## src/rtl/leg_solver_pkg.sv

```systemverilog
// Shared width default and FSM state encoding for the leg solver.
// Imported by the interface, the top and the square-root core.
package leg_solver_pkg;

    localparam int W_DEF = 8;

    typedef enum logic [1:0] {
        IDLE   = 2'd0,
        SQUARE = 2'd1,
        ROOT   = 2'd2,
        DONE   = 2'd3
    } state_t;

endpackage

```

## src/rtl/leg_solver_if.sv

```systemverilog
// Request/result bundle for leg_solver: operands and start in, status and result out.
// The master drives the request side; the solver (slave) drives the result side.
interface leg_solver_if
    import leg_solver_pkg::*;
#(
    parameter int W = W_DEF
);
    logic         start;
    logic [W-1:0] h_in;
    logic [W-1:0] x_in;
    logic         busy;
    logic         done;
    logic [W-1:0] leg_out;
    logic         err;

    modport master (output start, h_in, x_in, input busy, done, leg_out, err);
    modport slave  (input start, h_in, x_in, output busy, done, leg_out, err);
endinterface

```

## src/rtl/leg_solver_isqrt_iter.sv

```systemverilog
// Restoring integer square root, one result bit per step, MSB first; W steps after load.
// No backpressure: load/step are strobes from the owner, finish marks the final step.
module isqrt_iter #(
    parameter int W = 8
) (
    input  logic           clk,
    input  logic           rst,
    input  logic           load,
    input  logic           step,
    input  logic [2*W-1:0] diff,
    output logic [W-1:0]   root_nxt,
    output logic           finish
);

    logic [W-1:0]   acc;
    logic [W-1:0]   bit_m;
    logic [W-1:0]   trial;
    logic [2*W-1:0] trial_ext;
    logic [2*W-1:0] trial_sq;

    // root_nxt is the accumulator value after the current step, so the owner
    // can capture the final root on the same edge as the last step.
    always_comb begin
        trial     = acc | bit_m;
        trial_ext = {{W{1'b0}}, trial};
        trial_sq  = trial_ext * trial_ext;
        root_nxt  = (trial_sq <= diff) ? trial : acc;
    end

    assign finish = bit_m[0];

    always_ff @(posedge clk or posedge rst) begin
        if (rst) begin
            acc   <= '0;
            bit_m <= '0;
        end else if (load) begin
            acc   <= '0;
            bit_m <= {1'b1, {(W-1){1'b0}}};
        end else if (step) begin
            acc   <= root_nxt;
            bit_m <= bit_m >> 1;
        end
    end

endmodule

```

## src/rtl/leg_solver.sv

```systemverilog
// Computes floor(sqrt(h^2 - x^2)) with fixed W+1 enabled-edge latency from start to done.
// No queuing: start is only sampled in IDLE; ena=0 freezes everything.
module leg_solver
    import leg_solver_pkg::*;
#(
    parameter int W = W_DEF
) (
    input  logic          clk,
    input  logic          rst,
    input  logic          ena,
    leg_solver_if.slave   bus
);

    state_t         state;
    logic [W-1:0]   h_r;
    logic [W-1:0]   x_r;
    logic [2*W-1:0] diff_r;
    logic           err_flag;
    logic           busy_r;
    logic           done_r;
    logic [W-1:0]   leg_r;
    logic           err_r;

    logic [2*W-1:0] h_ext;
    logic [2*W-1:0] x_ext;
    logic [2*W-1:0] sq_diff;
    logic           core_load;
    logic           core_step;
    logic [W-1:0]   root_nxt;
    logic           core_finish;

    always_comb begin
        h_ext   = {{W{1'b0}}, h_r};
        x_ext   = {{W{1'b0}}, x_r};
        sq_diff = (h_ext * h_ext) - (x_ext * x_ext);
    end

    assign core_load = ena && (state == SQUARE);
    assign core_step = ena && (state == ROOT);

    isqrt_iter #(.W(W)) u_isqrt (
        .clk      (clk),
        .rst      (rst),
        .load     (core_load),
        .step     (core_step),
        .diff     (diff_r),
        .root_nxt (root_nxt),
        .finish   (core_finish)
    );

    // leg_out/err are only reloaded at the done edge so they stay stable between results.
    always_ff @(posedge clk or posedge rst) begin
        if (rst) begin
            state    <= IDLE;
            h_r      <= '0;
            x_r      <= '0;
            diff_r   <= '0;
            err_flag <= 1'b0;
            busy_r   <= 1'b0;
            done_r   <= 1'b0;
            leg_r    <= '0;
            err_r    <= 1'b0;
        end else if (ena) begin
            case (state)
                IDLE: begin
                    if (bus.start) begin
                        h_r    <= bus.h_in;
                        x_r    <= bus.x_in;
                        busy_r <= 1'b1;
                        state  <= SQUARE;
                    end
                end
                SQUARE: begin
                    err_flag <= (x_r > h_r);
                    diff_r   <= (x_r > h_r) ? '0 : sq_diff;
                    state    <= ROOT;
                end
                ROOT: begin
                    if (core_finish) begin
                        leg_r  <= root_nxt;
                        err_r  <= err_flag;
                        done_r <= 1'b1;
                        busy_r <= 1'b0;
                        state  <= DONE;
                    end
                end
                DONE: begin
                    done_r <= 1'b0;
                    state  <= IDLE;
                end
                default: state <= IDLE;
            endcase
        end
    end

    assign bus.busy    = busy_r;
    assign bus.done    = done_r;
    assign bus.leg_out = leg_r;
    assign bus.err     = err_r;

endmodule
```

## src/flat_wrapper.sv

```systemverilog
// flat-port wrapper written by rule: the top's interface ports become plain ports
module leg_solver_flat import leg_solver_pkg::*;
#(
    parameter int W = W_DEF
)
  (clk, rst, ena, bus_start, bus_h_in, bus_x_in, bus_busy, bus_done, bus_leg_out, bus_err);
  leg_solver_if #(.W(W)) bus_i ();
  input  logic clk;
  input  logic rst;
  input  logic ena;
  input wire logic [$bits(bus_i.start)-1:0] bus_start;
  input wire logic [$bits(bus_i.h_in)-1:0] bus_h_in;
  input wire logic [$bits(bus_i.x_in)-1:0] bus_x_in;
  output wire logic [$bits(bus_i.busy)-1:0] bus_busy;
  output wire logic [$bits(bus_i.done)-1:0] bus_done;
  output wire logic [$bits(bus_i.leg_out)-1:0] bus_leg_out;
  output wire logic [$bits(bus_i.err)-1:0] bus_err;
  assign bus_i.start = bus_start;
  assign bus_i.h_in = bus_h_in;
  assign bus_i.x_in = bus_x_in;
  assign bus_busy = bus_i.busy;
  assign bus_done = bus_i.done;
  assign bus_leg_out = bus_i.leg_out;
  assign bus_err = bus_i.err;
  leg_solver #(.W(W)) u_core (.clk(clk), .rst(rst), .ena(ena), .bus(bus_i));
endmodule
```

## config.mk

```make
export PLATFORM = sky130hd
export DESIGN_NAME = leg_solver_flat
export DESIGN_NICKNAME = d
export VERILOG_FILES = /design/src/rtl/leg_solver_pkg.sv /design/src/rtl/leg_solver_if.sv /design/src/rtl/leg_solver_isqrt_iter.sv /design/src/rtl/leg_solver.sv /design/src/flat_wrapper.sv
export SDC_FILE = /design/constraint.sdc
export NUM_CORES = 1
export LEC_CHECK = 0
export CAP_MARGIN = 20
export CORE_MARGIN = 2
export CORE_UTILIZATION = 45
export CTS_CLUSTER_DIAMETER = 120
export DETAILED_ROUTE_END_ITERATION = 12
export HOLD_SLACK_MARGIN = 0.1
export MAX_ROUTING_LAYER = met4
export PLACE_DENSITY_LB_ADDON = 0.2
export REMOVE_ABC_BUFFERS = 1
export SYNTH_ARGS = -nofsm -noshare
export SYNTH_HDL_FRONTEND = slang
export SYNTH_SLANG_ARGS = --single-unit
```

## constraint.sdc

```tcl
create_clock -name clk -period 11.9 [get_ports clk]
set_input_delay 1.785 -clock clk [delete_from_list [all_inputs] [get_ports clk]]
set_output_delay 1.785 -clock clk [all_outputs]
set_load 0.1 [all_outputs]
```

Word-level counts from Yosys, hierarchy flattened
Cells that the tools add are included.
{ "word_totals": {"ff_bits": 62, "output_inout_bits": 11} }
{ "op_classes": {"n_mul": 3, "magnitude_cmp": 2, "n_bitwise": 1, "n_reduce_logical": 12, "addsub": 1, "n_eq_ne": 5, "muxes": 14} }
{ "ops": {"columns": ["cell", "count"], "rows": [
  ["multiplier 8 x 8 -> 16 bit", 3],
  ["2-to-1 mux 8 bit", 5],
  ["less-or-equal comparator 16 bit", 1],
  ["2-to-1 mux 16 bit", 1],
  ["subtractor 16 bit", 1],
  ["AND reduction 3 bit", 4],
  ["greater-than comparator 8 bit", 1],
  ["OR 8 bit", 1],
  ["one-hot mux 2 bit (4 select lines)", 1],
  ["nonzero test 2 bit", 3],
  ["== test 2 bit (second input constant)", 2],
  ["2-to-1 mux 2 bit", 2],
  ["inequality test 2 bit (second input constant)", 2],
  ["one-hot mux 1 bit (2 select lines)", 2],
  ["AND reduction 4 bit", 1],
  ["2-to-1 mux 1 bit", 3],
  ["== test 2 x 1 -> 1 bit (second input constant)", 1],
  ["logical AND 1 bit", 2],
  ["logical NOT 2 bit", 1],
  ["AND reduction 2 bit", 1]
]} }

Longest topological paths before layout
{ "logic_depth": {"depth_word": 6, "ltp_mapped": 25} }

By module
From an unflattened synthesis, not the netlist that was laid out.
{ "hier_totals": {"cells_unflattened": 891, "hier_area_um2": 8300.5} }
{ "by_module_without_submodules": {"columns": ["mod", "seq_area_each_um2", "area_each_um2", "cells_per_inst", "n_inst"], "rows": [
  ["leg_solver", 1151.1, 5547.8, 565, 1],
  ["isqrt_iter", 400.4, 2752.6, 326, 1]
]} }

Worst setup path before layout
Ideal clock, no wire load.
{ "synth_timing": {"kind": "register to register", "startpoint": "reg u_core.u_isqrt.bit_m[5]", "endpoint": "reg u_core.leg_r[1] (netlist: u_core.bus.leg_out[1])", "arrival_ns": 5.460, "path_slack_ns": 6.317, "period_less_slack_ns": 5.583, "stages_incl_launch_ff": 24, "n_path_buf": 0, "t_required_ns": 11.777, "path_cell_list": "dfrtp_1 > nor2_1 > inv_1 > o21ai_0 > fa_1 > inv_1 > fa_1 > fa_1 > inv_1 > fa_1 > inv_1 > ha_1 > or2_2 > a21oi_1 > a21o_1 > mux2i_1 > nand3_1 > ha_1 > nand4_1 > nor3_1 > o21ai_0 > o211ai_2 > nand3_4 > o221a_2"} }
{ "synth_via": {"elab_chain_len": 4} }
{ "synth_lines": {"columns": ["item", "line", "rtl"], "rows": [
  ["start: declaration", "leg_solver_isqrt_iter.sv:16", "logic [W-1:0] bit_m;"],
  ["start signal: assignment", "leg_solver_isqrt_iter.sv:38", "bit_m <= {1'b1, {(W-1){1'b0}}};"],
  ["start signal: assignment", "leg_solver_isqrt_iter.sv:41", "bit_m <= bit_m >> 1;"],
  ["OR 8 bit", "leg_solver_isqrt_iter.sv:24", "trial = acc | bit_m;"],
  ["multiplier 8 x 8 -> 16 bit", "leg_solver_isqrt_iter.sv:26", "trial_sq = trial_ext * trial_ext;"],
  ["less-or-equal comparator 16 bit", "leg_solver_isqrt_iter.sv:27", "root_nxt = (trial_sq <= diff) ? trial : acc;"],
  ["2-to-1 mux 8 bit", "leg_solver_isqrt_iter.sv:27", null],
  ["end signal: assignment", "leg_solver.sv:80", "leg_r <= root_nxt;"],
  ["end: declaration", "leg_solver.sv:21", "logic [W-1:0] leg_r;"]
]} }
No other way between the ends.
A chain may end at the register's enable or synchronous reset.

Worst setup path in the final report
Same ends and word-level chain as after synthesis.

==> run_results.csv <==
group,metric,value,unit
run_status,run_status,"complete, no violations",
place,gp_congestion,0.868,
grt,grt.total_usage,19.2,%
routing,num_vias,5757,
routing,dr.pass1.iters,5,
place,dp_slack,5.68,ns
synth,avgSynthCellArea,9.28,um2
die,pin_count,31,
routing,drc,0,
grt,grt_pass1_wl,29200,um
min_path,hold_path_class,"flip-flop to flip-flop",
die,design.core.area,17900,um2
worst_setup_path,path_class,"flip-flop to flip-flop",
clock_tree,clk_pin_slew,0.06,ns
clock_tree,clkSinkCount,62,
routing,drtIter0Drc,157,
sta,rsz0062_at_grt,"no",
layout,syn_to_final_growth,9.99,%
layout,drive_gt1_share,6.25,%
sta,finClkSkew,0.00952,ns
routing,postRouteAntennaNets,0,
sta,drv_slew,0,
synth,synth_edf_count,0,
sta,setup_violations,0,
sta,period_share,52.5,%
flow_run,drv_cap,0,
sta,setup_tns,0,ns
sta,setup_slack,5.66,ns
synth,yosysUniqueCellTypes,55,
clock_tree,cts_setup_buffers,0,
clock_tree,holdBufCountCts,0,
worst_setup_path,r2r_slack,5.66,ns
worst_setup_path,crit_arrival,6.47,ns
synth,syn_area,8200,um2
synth,synth_warnings,0,
synth,synth_commonest_cells,"inv_1 (206), ha_1 (109), fa_1 (105)",
die,start_util,45.8,%
worst_setup_path,cp.required,12.13,ns
routing,via_per_inst,5.05,
routing,avgRoutedWirePerCell,14.2,um
clock_tree,root_buffer,"clkbuf_16",
layout,antennaDiodeCount,0,
die,num_rows,49,
clock_tree,cts_tree,"done",
synth,synth_area_leaders,"fa_1 (26%), dfrtp_1 (19%), ha_1 (17%), inv_1 (9.4%), nand2_1 (3.8%)",
sta,fin_crit,6.24,ns
sta,fmax,0.160,GHz
synth,synth_top_area_cell,"fa_1",
grt,grt_pass1_vias,6144,
worst_setup_path,cp_max_fo,7,
synth,async_flop_share,100,%
sta,relSlewSlack,35.2,%
layout,nets,1141,
clock_tree,cts_made_buffers,9,
synth,synth_seq_cells,62,
die,die_w,139,um
synth,syn_inst,884,
die,fp.dieArea,19300,um2
sta,worst_pin_slew,0.969,ns
worst_setup_path,cp-end-kind,"flip-flop",
routing,routed_wl,16200,um
die,die_h,139,um
clock_tree,cts.htree.levels,3,
worst_setup_path,cp-start-kind,"flip-flop",
clock_tree,clockBufferDepth,2,
clock_tree,cts_resized,0,
synth,synthFlopType,"dfrtp_1",
place,dpl.hpwl,13600,um
place,portBuffers,30,
grt,grt_max_degree,48,
synth,yosysSeqAreaShare,18.9,%
synth,synth_top_area_share,25.6,%
synth,yosysMostFrequentCell,"inv_1",
layout,fill_cells,1670,
grt,antenna_found_initial,0,
clock_tree,insertion_delay,0.34,ns
grt,overflow,0,
sta,hold_viol,0,
kinds of logic after synthesis:
| logic type | count (synthesis) | synth area share, % |
|---|---|---|
| buffers and inverters | 227 | 10.5 |
| multiplexers | 21 | 2.85 |
| AND/OR/NAND/NOR | 197 | 10.7 |
| AO/OA/AOI/OAI | 129 | 11.3 |
| other | 2 | 0.0916 |
| XOR/XNOR | 32 | 3.42 |
| flip-flops | 62 | 18.9 |
| adder cells (fa/ha/maj) | 214 | 42.3 |
registers in the layout, summed over array words and instances (netlist names):
| name | cells |
|---|---|
| u_core.u_isqrt.acc | 8 |
| u_core.state | 2 |
| u_core.bus.leg_out | 8 |
| u_core.bus.err | 1 |
| u_core.diff_r | 16 |
| u_core.h_r | 8 |
| u_core.x_r | 8 |
| u_core.bus.busy | 1 |
| u_core.u_isqrt.bit_m | 8 |
| u_core.err_flag | 1 |
| u_core.bus.done | 1 |
cells in the final DEF (no fill, tap or decap), drive strengths merged, types with 19 or more instances in the layout:
cell,netlist,layout
o21ai,33,33
a22o,20,20
a21oi,26,26
dfrtp,62,62
ha,109,109
nor2,61,61
nand2,82,82
mux2,19,19
xnor2,23,23
clkdlybuf4s50,0,30
inv,206,206
fa,105,105
layout make-up:
type | instances | area [um2] | share of cell area [%]
clock buffers | 9 | 225 | 2.50
clock inverters | 7 | 75.1 | 0.832
inverters | 206 | 773 | 8.57
multi-input cells | 596 | 5800 | 64.2
flip-flops and latches | 62 | 1550 | 17.2
well taps | 229 | 287 | 3.18
repair buffers | 32 | 315 | 3.49
layer usage:
layer	part of all wire [%]	GRT usage [%]	routed length, um	vias to the layer above
met5	0	-	0	-
met4	2.2	6.17	349	0
met3	3.4	2.42	557	23
met2	47	30.6	7560	85
met1	48	25.6	7710	2791
li1	-	-	-	2858
worst max-delay path: stages, from the launching register on:
cell	delay (ns)
dfrtp_1	0.41
nor2_1	0.39
inv_1	0.25
o21ai_0	0.16
fa_1	0.44
inv_1	0.12
fa_1	0.45
fa_1	0.54
inv_1	0.05
fa_1	0.52
inv_1	0.04
ha_1	0.34
or2_2	0.30
a21oi_1	0.16
a21o_1	0.16
mux2i_1	0.20
nand3_1	0.09
ha_1	0.30
nand4_1	0.14
nor3_1	0.25
o21ai_0	0.16
o211ai_2	0.17
nand3_4	0.17
o221a_2	0.30
through the flow:
| stage | cell area [um2] | util (%) | hold slack, ns | cells |
|---|---|---|---|---|
| 2_1_floorplan | 8120 | - | 0.443 | 864 |
| 3_3_place_gp | 8720 | 48.7 | 0.465 | 1125 |
| 3_5_place_dp | 8720 | 48.7 | 0.462 | 1125 |
| 4_1_cts | 9020 | 50.4 | 0.479 | 1141 |
| 5_1_grt | 9020 | 50.4 | 0.499 | 1141 |
| 6_report | 9020 | 50.4 | 0.476 | 1141 |
final timing paths:
path,from,to,cells past startpoint
hold / removal,u_core.diff_r[4],u_core.diff_r[4],2
max in group asynchronous,rst,u_core.diff_r[14],3
hold reg to reg,u_core.diff_r[4],u_core.diff_r[4],2
min in group asynchronous,rst,u_core.h_r[7],2
setup reg to reg,u_core.u_isqrt.bit_m[5],u_core.bus.leg_out[1],23
setup / recovery,u_core.u_isqrt.bit_m[5],u_core.bus.leg_out[1],23
Power is not shown: default switching activity piles up to over one toggle a cycle in this logic, so the estimate is an artifact.
